## src/rtl/uss_pkg.sv

```systemverilog
// Shared types and constants for the USS scan controller and its raster counter.
package uss_pkg;

    localparam int USS_GRID    = 8;
    localparam int USS_NSAMP   = 64;
    localparam int USS_SEL_W   = 16;
    localparam int USS_COORD_W = 3;
    localparam int USS_LOAD_W  = 6;
    localparam int USS_LAT_W   = 3;

    typedef enum logic [2:0] {
        S_IDLE  = 3'd0,
        S_LOAD  = 3'd1,
        S_ISSUE = 3'd2,
        S_WAIT  = 3'd3,
        S_HOLD  = 3'd4
    } uss_state_t;

endpackage

```

## src/rtl/uss_xy_cnt.sv

```systemverilog
// Raster x/y coordinate counter: x inner, y outer, explicit wrap at GRID-1.
module uss_xy_cnt
    import uss_pkg::*;
#(
    parameter int GRID = USS_GRID
) (
    input  logic                   clk,
    input  logic                   rst,
    input  logic                   adv,
    output logic [USS_COORD_W-1:0] x,
    output logic [USS_COORD_W-1:0] y,
    output logic                   last
);

    localparam logic [USS_COORD_W-1:0] C_MAX = USS_COORD_W'(GRID - 1);

    logic [USS_COORD_W-1:0] r_x;
    logic [USS_COORD_W-1:0] r_y;

    always_ff @(posedge clk or negedge rst) begin
        if (!rst) begin
            r_x <= '0;
            r_y <= '0;
        end else if (adv) begin
            if (r_x == C_MAX) begin
                r_x <= '0;
                r_y <= (r_y == C_MAX) ? '0 : r_y + USS_COORD_W'(1);
            end else begin
                r_x <= r_x + USS_COORD_W'(1);
            end
        end
    end

    assign x    = r_x;
    assign y    = r_y;
    assign last = (r_x == C_MAX) && (r_y == C_MAX);

endmodule

```

## src/rtl/uss_scan_ctrl.sv

```systemverilog
// Sequencer for the USS neighbour-selection datapath: loads 64 samples, then
// scans every centre, capturing neighbor_sel after USS_LAT cycles.
//
// state | meaning
// IDLE  | waiting for start
// LOAD  | accepting the 64 samples into uss_x_in
// ISSUE | coordinate presented, latency counter loaded
// WAIT  | waiting out the remaining datapath latency
// HOLD  | result presented, waiting for out_ready
module uss_scan_ctrl
    import uss_pkg::*;
#(
    parameter int USS_LAT = 1,
    parameter int GRID    = USS_GRID
) (
    input  logic                   clk,
    input  logic                   rst,
    input  logic                   start,
    input  logic                   in_valid,
    input  logic [USS_COORD_W-1:0] in_data,
    output logic                   in_ready,
    output logic [USS_COORD_W-1:0] uss_x_in,
    output logic [USS_COORD_W-1:0] uss_x_c,
    output logic [USS_COORD_W-1:0] uss_y_c,
    input  logic [USS_SEL_W-1:0]   uss_sel,
    output logic                   out_valid,
    input  logic                   out_ready,
    output logic [USS_SEL_W-1:0]   out_sel,
    output logic [USS_COORD_W-1:0] out_x,
    output logic [USS_COORD_W-1:0] out_y,
    output logic                   busy,
    output logic                   done
);

    localparam logic [USS_LAT_W-1:0]  C_LAT_INIT = USS_LAT_W'(USS_LAT - 1);
    localparam logic [USS_LOAD_W-1:0] C_LOAD_END = USS_LOAD_W'(USS_NSAMP - 1);

    uss_state_t             r_state;
    logic [USS_LOAD_W-1:0]  r_load_cnt;
    logic [USS_LAT_W-1:0]   r_lat;
    logic                   r_in_ready;
    logic [USS_COORD_W-1:0] r_x_in;
    logic                   r_out_valid;
    logic [USS_SEL_W-1:0]   r_out_sel;
    logic [USS_COORD_W-1:0] r_out_x;
    logic [USS_COORD_W-1:0] r_out_y;
    logic                   r_busy;
    logic                   r_done;

    logic                   w_adv;
    logic                   w_last;
    logic                   w_capture;
    logic [USS_COORD_W-1:0] w_x;
    logic [USS_COORD_W-1:0] w_y;

    // Coordinates move only on the handshake edge, so they stay stable from
    // ISSUE through the capture edge.
    assign w_adv = (r_state == S_HOLD) && r_out_valid && out_ready;

    uss_xy_cnt #(
        .GRID (GRID)
    ) u_xy_cnt (
        .clk  (clk),
        .rst  (rst),
        .adv  (w_adv),
        .x    (w_x),
        .y    (w_y),
        .last (w_last)
    );

    always_comb begin
        w_capture = 1'b0;
        if (r_state == S_ISSUE && USS_LAT == 1) begin
            w_capture = 1'b1;
        end
        if (r_state == S_WAIT && r_lat == USS_LAT_W'(1)) begin
            w_capture = 1'b1;
        end
    end

    always_ff @(posedge clk or negedge rst) begin
        if (!rst) begin
            r_state     <= S_IDLE;
            r_load_cnt  <= '0;
            r_lat       <= '0;
            r_in_ready  <= 1'b0;
            r_x_in      <= '0;
            r_out_valid <= 1'b0;
            r_out_sel   <= '0;
            r_out_x     <= '0;
            r_out_y     <= '0;
            r_busy      <= 1'b0;
            r_done      <= 1'b0;
        end else begin
            r_done <= 1'b0;
            case (r_state)
                S_IDLE: begin
                    if (start) begin
                        r_state    <= S_LOAD;
                        r_load_cnt <= '0;
                        r_in_ready <= 1'b1;
                        r_busy     <= 1'b1;
                    end
                end
                S_LOAD: begin
                    if (in_valid) begin
                        r_x_in     <= in_data;
                        r_load_cnt <= r_load_cnt + USS_LOAD_W'(1);
                        if (r_load_cnt == C_LOAD_END) begin
                            r_state    <= S_ISSUE;
                            r_in_ready <= 1'b0;
                        end
                    end
                end
                S_ISSUE: begin
                    r_lat   <= C_LAT_INIT;
                    r_state <= (USS_LAT == 1) ? S_HOLD : S_WAIT;
                end
                S_WAIT: begin
                    r_lat <= r_lat - USS_LAT_W'(1);
                    if (r_lat == USS_LAT_W'(1)) begin
                        r_state <= S_HOLD;
                    end
                end
                S_HOLD: begin
                    if (r_out_valid && out_ready) begin
                        r_out_valid <= 1'b0;
                        if (w_last) begin
                            r_state <= S_IDLE;
                            r_done  <= 1'b1;
                            r_busy  <= 1'b0;
                        end else begin
                            r_state <= S_ISSUE;
                        end
                    end
                end
                default: begin
                    r_state <= S_IDLE;
                end
            endcase

            if (w_capture) begin
                r_out_sel   <= uss_sel;
                r_out_x     <= w_x;
                r_out_y     <= w_y;
                r_out_valid <= 1'b1;
            end
        end
    end

    assign in_ready  = r_in_ready;
    assign uss_x_in  = r_x_in;
    assign uss_x_c   = w_x;
    assign uss_y_c   = w_y;
    assign out_valid = r_out_valid;
    assign out_sel   = r_out_sel;
    assign out_x     = r_out_x;
    assign out_y     = r_out_y;
    assign busy      = r_busy;
    assign done      = r_done;

endmodule

```

## config.mk

```make
export PLATFORM = sky130hd
export DESIGN_NAME = uss_scan_ctrl
export DESIGN_NICKNAME = d
export VERILOG_FILES = /design/src/rtl/uss_pkg.sv /design/src/rtl/uss_xy_cnt.sv /design/src/rtl/uss_scan_ctrl.sv
export SDC_FILE = /design/constraint.sdc
export NUM_CORES = 1
export LEC_CHECK = 0
export BUFFER_PORTS_ARGS = -buffer_cell sky130_fd_sc_hd__clkbuf_2
export CELL_PAD_IN_SITES_DETAIL_PLACEMENT = 0
export CELL_PAD_IN_SITES_GLOBAL_PLACEMENT = 1
export CORE_MARGIN = 10
export CORE_UTILIZATION = 33
export DETAILED_ROUTE_END_ITERATION = 8
export MAX_ROUTING_LAYER = met4
export PLACE_DENSITY = 0.67
export SLEW_MARGIN = 20
export SYNTH_ARGS = -nofsm -noshare
export SYNTH_HDL_FRONTEND = slang
export SYNTH_SLANG_ARGS = --single-unit
```

## constraint.sdc

```tcl
create_clock -name clk -period 4.6 [get_ports clk]
set_input_delay 0 -clock clk [delete_from_list [all_inputs] [get_ports clk]]
set_output_delay 0 -clock clk [all_outputs]
set_load 0.005 [all_outputs]
```

==> summary.txt <==
CTS
  – H-tree Lvls: 2
  – Post-CTS Resized: 0
  – CTS Hold Bufs: 20
  – # Post-CTS Setup Buffers: 0
  – Clock tree root buffer cell: clkbuf_8
  – Clock Pin Slew Worst Setup and Hold Paths: 80 ps
  – CTS tree: done
  – CTS Buf Count: 5
  – Clock sinks: 47
  – Clock tree buffer depth: 2
  – Worst-Skew Late Latency: 300 ps

Synthesis
  – Simple-gate share of the synthesized area: 0.148
  – Cell count after synthesis: 169
  – Syn_nets: 200
  – Post-synthesis adder-cell area fraction: 0.0410
  – Proportion of netlist area held by the largest area contributor: 0.551
  – Post-synthesis compound-gate area fraction: 0.0674
  – Xor/xnor cell area share of the yosys netlist: 0.0164
  – Sequential share of the synthesized area: 0.551
  – Main combinational cell family by area after synthesis: simple AND/OR/NAND/NOR gates
  – Top post-synthesis cells by area: dfrtp_1, mux2_2, nand2_1
  – Area leader, netlist: dfrtp_1
  – Synthesized area per cell: 12.6 um2
  – Post-Syn Area: 2140 um2
  – #FFs+latches synth: 47
  – Mux cell area share after synthesis: 0.148
  – Ys Warns: 0
  – Synth unique cells: 35

Pwr
  – PD cells: 541 nW/um2
  – Clock Power Share: 0.193
  – Static leakage: 1.37 nW
  – Sw Ratio: 0.334
  – NetSw: 0.505 mW
  – Total Power: 1.51 mW
  – VDD IR max: 0.238 mV
  – Part of the power in registers: 0.458
  – Internal power: 1.01 mW
  – Comb pwr share: 0.349

Setup path
  – Setup crit start kind: register
  – Top delay family on crit path: compound AO/OA/AOI/OAI gates
  – Worst-path fanout max: 24
  – Worst setup EP type: register
  – Critical path type: register to register
  – Reg2reg start: r_state[1]$_DFFE_PN0P_
  – Worst Setup SP: r_state[1]$_DFFE_PN0P_
  – Worst path cell trace: nand2b_1 -> a21oi_4 -> mux2_2
  – CP required: 4780 ps
  – Max incr delay on CP: 710 ps
  – Worst EP arrival: 2400 ps
  – Crit path max-delay cell type: a21oi_4
  – Critical path buffers and inverters: 0

Placement
  – Placed Instances: 299
  – Dpl hpwl: 3.31 mm
  – PortBufs: 58
  – Routability cong.: 0.767
  – Area post-placement: 2490 um2

Finish
  – # diodes: 0
  – Non-Filler Instances: 326
  – Final-layout fill cell count: 622
  – Area delta synth->final: 30.6%
  – Nets@finish: 280
  – Final Cell Area: 2790 um2
  – Layout cell share with drive strength beyond 1: 0.402

Route
  – Vias: 1,535
  – Routed Antenna Nets: 0
  – Final WL: 4.71 mm
  – DRC violations left: 0
  – First-pass DRT Iterations: 4
  – Routed vias/inst: 4.71
  – Routed len/inst: 14.5 um
  – 1st-iter DRT viols: 55

Floorplanning
  – Starting Density: 0.338
  – IO Pins: 59
  – Die width: 100 um
  – Die height: 100 um
  – Num rows: 29
  – Die Area: 10,100 um2
  – Area of the core: 6310 um2

GRT
  – Initial antenna violation count: 0
  – Grt total ovfl: 0
  – First-pass GRT wire length: 8.10 mm
  – Largest net degree at the start of global routing: 48
  – GRT Total Usage: 0.0989
  – Vias in the first global route: 1,727

STA
  – Worst-margin pin slew: 832 ps
  – Hold_ws: 33.1 ps
  – Fmax: 0.450 GHz
  – Count of final setup violators: 0
  – Unrepaired setup endpoints after global routing: false
  – Max Transition Viols Final: 0
  – Period minus WS final: 2220 ps
  – Max_slew headroom: 0.444
  – Period utilisation layout: 0.483
  – Final Hold Fails: 0
  – Sum Neg Setup Slack: 0 ps
  – Clock Skew: 3.20 ps

Status
  – Outcome: finished clean

Hold path
  – Worst Hold Class: input port to register
  – Hold path start: out_ready

Flow run
  – MaxCap Viol Count: 0
==> state kept, by name (all words and copies together) (netlist names) <==
register	cells
busy	1
done	1
in_ready	1
out_sel	16
out_valid	1
out_x	3
out_y	3
r_lat	3
r_load_cnt	6
r_state	3
u_xy_cnt.x	3
u_xy_cnt.y	3
uss_x_in	3
==> placed cells by master, fill, tap and decap left out, types with 2 or more instances in the layout <==
| cell | count |
|---|---|
| clkbuf_2 | 58 |
| dfrtp_1 | 47 |
| nand2_1 | 24 |
| mux2_2 | 24 |
| dlygate4sd3_1 | 20 |
| nor2_1 | 8 |
| ha_1 | 7 |
| o21ai_0 | 6 |
| a21o_1 | 5 |
| clkbuf_8 | 5 |
| nand4_1 | 4 |
| xor2_1 | 4 |
| inv_1 | 3 |
| nand3_1 | 3 |
| nand2b_1 | 3 |
| mux2_4 | 3 |
| nand3b_1 | 2 |
| nor2b_1 | 2 |
| a21oi_1 | 2 |
| buf_4 | 2 |
==> worst register-to-register path, delay by kind of cell, from the launching register on <==
family / cells / cell delay (ps)
mux: 1 / 420
flops: 1 / 680
compound gates: 1 / 710
simple gates: 1 / 290
==> per-layer routing <==
layer / global-route usage / share of wire / vias to the layer above / wire length [um]
li1: - / - / 750 / -
met1: 0.125 / 0.48 / 731 / 2270
met2: 0.142 / 0.44 / 49 / 2090
met3: 0.0405 / 0.065 / 5 / 307
met4: 0.0261 / 0.0087 / 0 / 41
met5: - / 0 / - / 0
==> power groups by stage <==
stage | Sequential [mW] | Combinational [mW] | Clock, mW
CTS | 0.692 | 0.544 | 0.306
global route | 0.715 | 0.599 | 0.321
detailed placement | 0.699 | 0.529 | 0
global placement | 0.694 | 0.519 | 0
finish | 0.692 | 0.527 | 0.291
floorplan | 0.656 | 0.375 | 0
==> stage by stage <==
step	utilization	setup slack [ps]
after CTS	0.442	2360
final	0.442	2380
after floorplan	-	3060
after detailed placement	0.394	2380
after global routing	0.442	2230
after global placement	0.394	2450
==> cell type report <==
class	count	area [um2]	area share
Tap cell	77	96.3	0.0345
Multi-Input combinational cell	112	898	0.322
Timing Repair Buffer	80	505	0.181
Inverter	3	11.3	0.00404
Clock inverter	1	30.0	0.0108
Clock buffer	6	72.6	0.0260
Sequential cell	47	1180	0.422
==> final timing paths <==
path / end / slack, ps / depth (start not counted)
max in group asynchronous: uss_x_in[0]$_DFFE_PN0P_ / 3880 / 3
hold / removal: done$_DFF_PN0_ / 30 / 3
hold reg to reg: in_ready$_DFFE_PN0P_ / 480 / 1
setup / recovery: out_sel[15]$_DFFE_PN0P_ / 2380 / 3
setup reg to reg: out_sel[15]$_DFFE_PN0P_ / 2380 / 3
min in group asynchronous: out_y[2]$_DFFE_PN0P_ / 320 / 3
==> Yosys cell counts <==
| cell type | instances |
|---|---|
| dfrtp_1 | 47 |
| nor3b_1 | 1 |
| ha_1 | 7 |
| nor2_1 | 8 |
| a21o_1 | 5 |
| nand3_1 | 3 |
| nand2_1 | 24 |
| buf_2 | 1 |
| nor4b_4 | 1 |
| a21oi_1 | 2 |
| nor4bb_1 | 1 |
| inv_1 | 3 |
| nor2b_1 | 2 |
| and2b_1 | 1 |
| nand4_4 | 1 |
| mux2_2 | 24 |
| buf_4 | 4 |
| xor2_1 | 4 |
| a21oi_4 | 1 |
| mux2_4 | 3 |
| nand2b_1 | 3 |
| nand3b_1 | 2 |
| nor3_1 | 1 |
| nor2_8 | 1 |
| o311ai_1 | 1 |
| a31o_2 | 1 |
| o311ai_2 | 1 |
| o21ai_0 | 6 |
| or2_4 | 1 |
| o32ai_1 | 1 |
| clkbuf_1 | 1 |
| o31ai_1 | 1 |
| buf_6 | 1 |
| nand4_1 | 4 |
| and3_1 | 1 |
==> logic make-up (layout without fill, tap and decap cells) <==
kind of cell	after synthesis	count (layout)
AND/OR/NAND/NOR	55	55
flip-flops	47	47
multiplexers	27	27
AO/OA/AOI/OAI	19	19
buffers and inverters	10	90
adder cells (fa/ha/maj)	7	7
XOR/XNOR	4	4
Power figures use the tool's default switching activity.
